`config.mk`:
```
export PLATFORM = sky130hd
export DESIGN_NAME = neuron_unit
export DESIGN_NICKNAME = d
export VERILOG_FILES = /design/src/rtl/neural_pkg.sv /design/src/rtl/mac_datapath.sv /design/src/rtl/neuron_unit.sv
export SDC_FILE = /design/constraint.sdc
export NUM_CORES = 1
export LEC_CHECK = 0
export BUFFER_PORTS_ARGS = -buffer_cell sky130_fd_sc_hd__buf_2
export CAP_MARGIN = 20
export CORE_MARGIN = 5
export CORE_UTILIZATION = 55
export CTS_BUF_LIST = sky130_fd_sc_hd__clkbuf_4 sky130_fd_sc_hd__clkbuf_8
export CTS_CLUSTER_SIZE = 25
export DETAILED_ROUTE_END_ITERATION = 8
export HOLD_SLACK_MARGIN = 0.02
export PLACE_DENSITY_LB_ADDON = 0.1
export REMOVE_ABC_BUFFERS = 1
export SYNTH_ARGS = -nofsm -noshare
export SYNTH_HDL_FRONTEND = slang
export SYNTH_HIERARCHICAL = 1
export SYNTH_SLANG_ARGS = --single-unit
```
`constraint.sdc`:
```
create_clock -name clk -period 6.1 [get_ports clk]
set_input_delay 0.915 -clock clk [delete_from_list [all_inputs] [get_ports clk]]
set_output_delay 0.915 -clock clk [all_outputs]
set_load 0.01 [all_outputs]
```
`src/rtl/neural_pkg.sv`:
```
// Shared types and helpers for the neural datapath blocks.
//   WEIGHT_W / DATA_W : byte widths of weights and activations
//   FRAC_BITS         : default fractional bits of the fixed-point format (64 = 1.0)
//   state_e           : neuron sequencing states
//   saturate8         : clamp a signed value to the 8-bit range [-128, 127]
package neural_pkg;

    localparam int WEIGHT_W  = 8;
    localparam int DATA_W    = 8;
    localparam int FRAC_BITS = 6;

    typedef enum logic [1:0] {
        IDLE = 2'd0,
        MAC  = 2'd1,
        BIAS = 2'd2,
        OUT  = 2'd3
    } state_e;

    function automatic logic signed [7:0] saturate8(input logic signed [31:0] v);
        if (v > 32'sd127)
            return 8'sd127;
        else if (v < -32'sd128)
            return 8'h80;
        else
            return v[7:0];
    endfunction

endpackage

```
`src/rtl/mac_datapath.sv`:
```
// Serial multiply-accumulate datapath of one neuron.
//   clk, rst_n  : clock, async active-low reset (clears the accumulator)
//   clr_i       : zero the accumulator
//   mac_en_i    : acc += sext(w_i * x_i)
//   bias_en_i   : acc += sext(b_i) <<< FRAC_BITS
//   y_o         : saturated (optionally rectified) activation of the NEXT
//                 accumulator value, so the caller can register it on the
//                 same edge that adds the bias.
// Build option: NEURON_RELU_EN clamps negative activations to 0.
module mac_datapath #(
    parameter int ACC_W     = 20,
    parameter int FRAC_BITS = neural_pkg::FRAC_BITS
) (
    input  logic              clk,
    input  logic              rst_n,
    input  logic              clr_i,
    input  logic              mac_en_i,
    input  logic              bias_en_i,
    input  logic signed [7:0] w_i,
    input  logic signed [7:0] x_i,
    input  logic signed [7:0] b_i,
    output logic signed [7:0] y_o
);
    import neural_pkg::*;

    logic signed [ACC_W-1:0] acc_q, acc_d;
    logic signed [15:0]      prod;
    logic signed [ACC_W-1:0] bias_ext;
    logic signed [ACC_W-1:0] shifted;
    logic signed [7:0]       sat;

    assign prod     = w_i * x_i;
    assign bias_ext = ACC_W'(b_i) <<< FRAC_BITS;

    always_comb begin
        acc_d = acc_q;
        if (clr_i)
            acc_d = '0;
        else if (mac_en_i)
            acc_d = acc_q + ACC_W'(prod);
        else if (bias_en_i)
            acc_d = acc_q + bias_ext;
    end

    always_ff @(posedge clk or negedge rst_n) begin
        if (!rst_n)
            acc_q <= '0;
        else
            acc_q <= acc_d;
    end

    // Arithmetic shift floors toward minus infinity.
    assign shifted = acc_d >>> FRAC_BITS;
    assign sat     = saturate8(32'(shifted));

`ifdef NEURON_RELU_EN
    assign y_o = sat[7] ? 8'sd0 : sat;
`else
    assign y_o = sat;
`endif

endmodule

```
`src/rtl/neuron_unit.sv`:
```
// Weighted-sum neuron: captures streamed weight bytes (N_INPUTS weights then
// a bias), and on a rising edge of sum_trigger runs a serial MAC, adds the
// bias and emits a saturated 8-bit activation with a one-cycle y_valid.
//   clk, reset   : clock, async active-low reset
//   weight/write : weight byte and capture strobe (IDLE only)
//   sum_trigger  : start request, edge-detected internally
//   x_in         : packed signed inputs, held stable while busy
//   y_out/y_valid: result and its update pulse
//   busy         : edge accepted through the y_valid cycle
//   wr_count     : weights loaded since last clear (saturating)
//   wr_err       : sticky, write attempted while busy
// Build option: NEURON_RELU_EN (see mac_datapath) rectifies the result.
module neuron_unit #(
    parameter int  N_INPUTS  = 3,
    parameter int  FRAC_BITS = neural_pkg::FRAC_BITS,
    parameter int  ACC_W     = 20,
    localparam int WC_W      = $clog2(N_INPUTS + 2)
) (
    input  logic                    clk,
    input  logic                    reset,
    input  logic signed [7:0]       weight,
    input  logic                    write,
    input  logic                    sum_trigger,
    input  logic [8*N_INPUTS-1:0]   x_in,
    output logic signed [7:0]       y_out,
    output logic                    y_valid,
    output logic                    busy,
    output logic [WC_W-1:0]         wr_count,
    output logic                    wr_err
);
    import neural_pkg::*;

    localparam int PTR_W = $clog2(N_INPUTS + 1);
    localparam int IDX_W = (N_INPUTS > 1) ? $clog2(N_INPUTS) : 1;

    state_e              state_q, state_d;
    logic                trig_q;
    logic                trig_edge;
    logic [IDX_W-1:0]    idx_q;
    logic                busy_q;
    logic                y_valid_q;
    logic signed [7:0]   y_out_q;
    logic [PTR_W-1:0]    wr_ptr_q;
    logic [WC_W-1:0]     wr_count_q;
    logic                wr_err_q;
    logic signed [7:0]   wbuf_q [N_INPUTS+1];
    logic signed [7:0]   x_arr  [N_INPUTS];
    logic signed [7:0]   y_dp;

    for (genvar g = 0; g < N_INPUTS; g++) begin : g_x
        assign x_arr[g] = x_in[8*g +: 8];
    end

    assign trig_edge = sum_trigger & ~trig_q;

    always_comb begin
        state_d = state_q;
        case (state_q)
            IDLE: if (trig_edge) state_d = MAC;
            MAC:  if (idx_q == IDX_W'(N_INPUTS - 1)) state_d = BIAS;
            BIAS: state_d = OUT;
            OUT:  state_d = IDLE;
            default: state_d = IDLE;
        endcase
    end

    always_ff @(posedge clk or negedge reset) begin
        if (!reset) begin
            state_q    <= IDLE;
            trig_q     <= 1'b0;
            idx_q      <= '0;
            busy_q     <= 1'b0;
            y_valid_q  <= 1'b0;
            y_out_q    <= '0;
            wr_ptr_q   <= '0;
            wr_count_q <= '0;
            wr_err_q   <= 1'b0;
        end else begin
            state_q   <= state_d;
            trig_q    <= sum_trigger;
            // Result is registered on the BIAS->OUT edge, so it is visible
            // during the OUT cycle together with y_valid.
            y_valid_q <= (state_q == BIAS);
            if (state_q == BIAS)
                y_out_q <= y_dp;

            case (state_q)
                IDLE: if (trig_edge) begin
                    busy_q <= 1'b1;
                    idx_q  <= '0;
                end
                MAC:  idx_q <= idx_q + 1'b1;
                OUT: begin
                    busy_q     <= 1'b0;
                    wr_ptr_q   <= '0;
                    wr_count_q <= '0;
                end
                default: ;
            endcase

            if (write) begin
                if (state_q == IDLE) begin
                    wr_ptr_q <= (wr_ptr_q == PTR_W'(N_INPUTS)) ? '0 : wr_ptr_q + 1'b1;
                    if (wr_count_q != WC_W'(N_INPUTS + 1))
                        wr_count_q <= wr_count_q + 1'b1;
                end else begin
                    wr_err_q <= 1'b1;
                end
            end
        end
    end

    // Weight storage is deliberately left unreset.
    always_ff @(posedge clk) begin
        if (write && state_q == IDLE)
            wbuf_q[wr_ptr_q] <= weight;
    end

    mac_datapath #(
        .ACC_W     (ACC_W),
        .FRAC_BITS (FRAC_BITS)
    ) u_dp (
        .clk       (clk),
        .rst_n     (reset),
        .clr_i     (state_q == IDLE && trig_edge),
        .mac_en_i  (state_q == MAC),
        .bias_en_i (state_q == BIAS),
        .w_i       (wbuf_q[idx_q]),
        .x_i       (x_arr[idx_q]),
        .b_i       (wbuf_q[N_INPUTS]),
        .y_o       (y_dp)
    );

    assign y_out    = y_out_q;
    assign y_valid  = y_valid_q;
    assign busy     = busy_q;
    assign wr_count = wr_count_q;
    assign wr_err   = wr_err_q;

endmodule
```
==> results.toml <==
[final_layout]
mostFrequentLayoutCell = "inv_1"
most-common-layout-cells = "120 x inv_1, 88 x buf_4, 81 x fa_1, 56 x ha_1, 52 x nand2_1"
fin_area_sq_mm = 0.00967
final_nets = 1095
multi_input_area_sq_mm = 0.00558
nFillCells = 1039
regArea_sq_mm = 0.00199
antenna_cells = 0
layout-drive-gt1-share_pct = 31.0
area.growth.synth_to_final_pct = 24.5

[floorplan]
dieHeight_um = 129
rows = 43
top_level_ports = 50
die_w_um = 129
fp.dieArea_sq_mm = 0.0166
core_sq_mm = 0.0139
start_util_pct = 56.0

[hold_path]
hold_class = "flip-flop to flip-flop"

[outcome]
violations = "negative setup slack"
outcome = "complete, but fails checks"

[critical_path]
cp_max_fo = 8
startpoint_type = "flip-flop"
path_class = "flip-flop to flip-flop"
crit_required_ns = 6.40
arrival_ns = 6.65
endpoint_kind = "flip-flop"

[cts]
clock-sinks = 73
clkSlewWorstSetupHoldPaths_ns = 0.08
clk_latency_ns = 0.36
cts.path.max_buffers = 2
cts_tree = "built"
htreeDepth = 3
numCtsBuffers = 9
cts_root_buf = "clkbuf_8"

[timing]
worst_slack_ns = -0.243
fin_crit_ns = 6.34
rsz0062_at_grt = "true"
slew_violations = 0
setup_violations = 7
max_slew_margin_pct = 36.1
hold_violations = 0
clock_skew_ns = 0.0107
worst_pin_slew_ns = 0.958
fin_crit_sh_pct = 104
fmax_mhz = 158

[synthesis]
ys.flop_type = "dfrtp_1"
yosysWarnings = 6
synthDistinctLibCells = 73
ys_ff_latch = 73
syn_inst = 747
netlist_area_sq_mm = 0.00777
async_flop_share_pct = 56.2
synth_seq_area_share_pct = 25.6
synth_edf_count = 32
synth_area_per_cell_sq_um = 10.4

[global_route]
grt_max_degree = 42
grt_use_total_pct = 22.7
antenna_found_initial = 0
grt_first_pass_wirelength_um = 29900
grt_pass1_vias = 6197
grt_overflow = 0

[place]
place_congestion = 0.887
dp_hpwl_um = 14500
io_buffers = 49
place_area_sq_mm = 0.00888

[routing]
wl_per_cell_um = 16.6
drcViolationCount = 0
ant_nets = 0
dr.pass1.iters = 5
avgViaCountPerCell = 5.41
drtIter0Drc = 317
wirelength_um = 18000
num_vias = 5860

[flow_run]
max-cap-violations = 0
-- state kept, by name, summed over array words and instances, names as in the netlist --
| signal | count |
|---|---|
| busy | 1 |
| idx_q | 2 |
| state_q | 2 |
| trig_q | 1 |
| u_dp/acc_q | 20 |
| wbuf_q | 32 |
| wr_count | 3 |
| wr_err | 1 |
| wr_ptr_q | 2 |
| y_out | 8 |
| y_valid | 1 |
-- synth_stat cells (3+ instances only) --
| cell type | number | area [sq um] |
|---|---|---|
| and3_1 | 5 | 31.3 |
| mux4_2 | 7 | 158 |
| nand2b_1 | 5 | 31.3 |
| mux2i_1 | 18 | 180 |
| a211oi_1 | 17 | 128 |
| clkbuf_1 | 5 | 18.8 |
| nor3_1 | 5 | 25.0 |
| buf_4 | 3 | 22.5 |
| fa_1 | 89 | 1780 |
| a21o_1 | 7 | 52.6 |
| inv_1 | 126 | 473 |
| nand3_1 | 5 | 25.0 |
| o21bai_1 | 3 | 22.5 |
| nor2_1 | 40 | 150 |
| nand2_1 | 58 | 218 |
| o211ai_1 | 6 | 45.0 |
| buf_2 | 4 | 20.0 |
| o21ai_1 | 3 | 15.0 |
| and2_1 | 33 | 206 |
| ha_1 | 71 | 888 |
| o21a_1 | 4 | 30.0 |
| dfrtp_1 | 41 | 1030 |
| xnor2_1 | 20 | 175 |
| mux2_2 | 10 | 113 |
| a21oi_1 | 32 | 160 |
| xor2_1 | 8 | 70.1 |
| o21ai_0 | 28 | 140 |
| and2b_1 | 3 | 22.5 |
| edfxtp_1 | 32 | 961 |
| nand3b_1 | 7 | 52.6 |
-- cell type report --
type | count | area share (%)
Multi-Input combinational cell | 531 | 57.7
Sequential cell | 73 | 20.6
Timing Repair Buffer | 156 | 11.9
Inverter | 128 | 4.98
Tap cell | 180 | 2.33
Clock buffer | 10 | 1.36
Clock inverter | 6 | 1.20
-- stage by stage --
stage	hold slack [ns]	util, %	setup TNS [ns]	worst slack [ns]	std cells
final	0.481	69.7	-1.64	-0.243	1084
after global routing	0.497	69.7	-3.14	-0.440	1084
after CTS	0.479	67.8	-1.34	-0.206	1078
after detailed placement	0.451	64.0	-4.56	-0.619	1055
after global placement	0.444	64.0	-3.80	-0.508	1055
after floorplan	0.486	-	-6.39	-0.841	732
-- layer usage --
metal / global-route usage, % / wire (um) / up-vias
li1: - / - / 2801
met1: 31.2 / 8070 / 2901
met2: 38.4 / 8960 / 141
met3: 2.70 / 754 / 17
met4: 6.24 / 197 / 0
met5: 0 / 0 / -
-- repair_timing --
item,4_1_cts,5_1_grt
gates resized for setup,70,43
endpoints found under the setup margin,9,9
setup buffers,8,6
hold buffers,0,0
pin swaps,44,22
-- path summary, 6_finish.rpt --
kind / endpoint / startpoint / cells after the start / slack [ns]
max: y_out[4] / idx_q[0] / 22 / -0.24
min: wr_err / wr_err / 1 / 0.48
max reg2reg: y_out[4] / idx_q[0] / 22 / -0.24
min reg2reg: wr_err / wr_err / 1 / 0.48
max in group asynchronous: idx_q[0] / reset / 1 / 4.74
min in group asynchronous: wr_count[0] / reset / 1 / 0.71
-- kinds of logic (layout without fill, tap and decap cells) --
logic type      Yosys count  count (layout)  synth area share (%)
compound gates          130             130                  12.0
xor+xnor                 28              28                  3.16
fa+ha+maj               160             160                  34.4
buf+inv                 143             300                  7.31
flops                    73              73                  25.6
mux                      37              37                  6.33
simple gates            176             176                  11.3
-- critical path, stage by stage, from the launching register on --
cell	delay (ns)
dfrtp_2	0.45
buf_6	0.12
mux4_2	0.59
nand2b_4	0.18
fa_1	0.47
fa_1	0.56
inv_1	0.06
fa_1	0.48
fa_1	0.55
fa_1	0.46
ha_4	0.30
o21a_1	0.10
o31a_1	0.20
o31ai_4	0.10
or4_1	0.47
o211ai_1	0.13
a32oi_2	0.08
buf_4	0.17
nor3b_4	0.24
a31oi_4	0.13
buf_12	0.16
o21ai_2	0.12
mux2_4	0.15
Power is not shown: default switching activity piles up to over one toggle a cycle in this logic, so the estimate is an artifact.
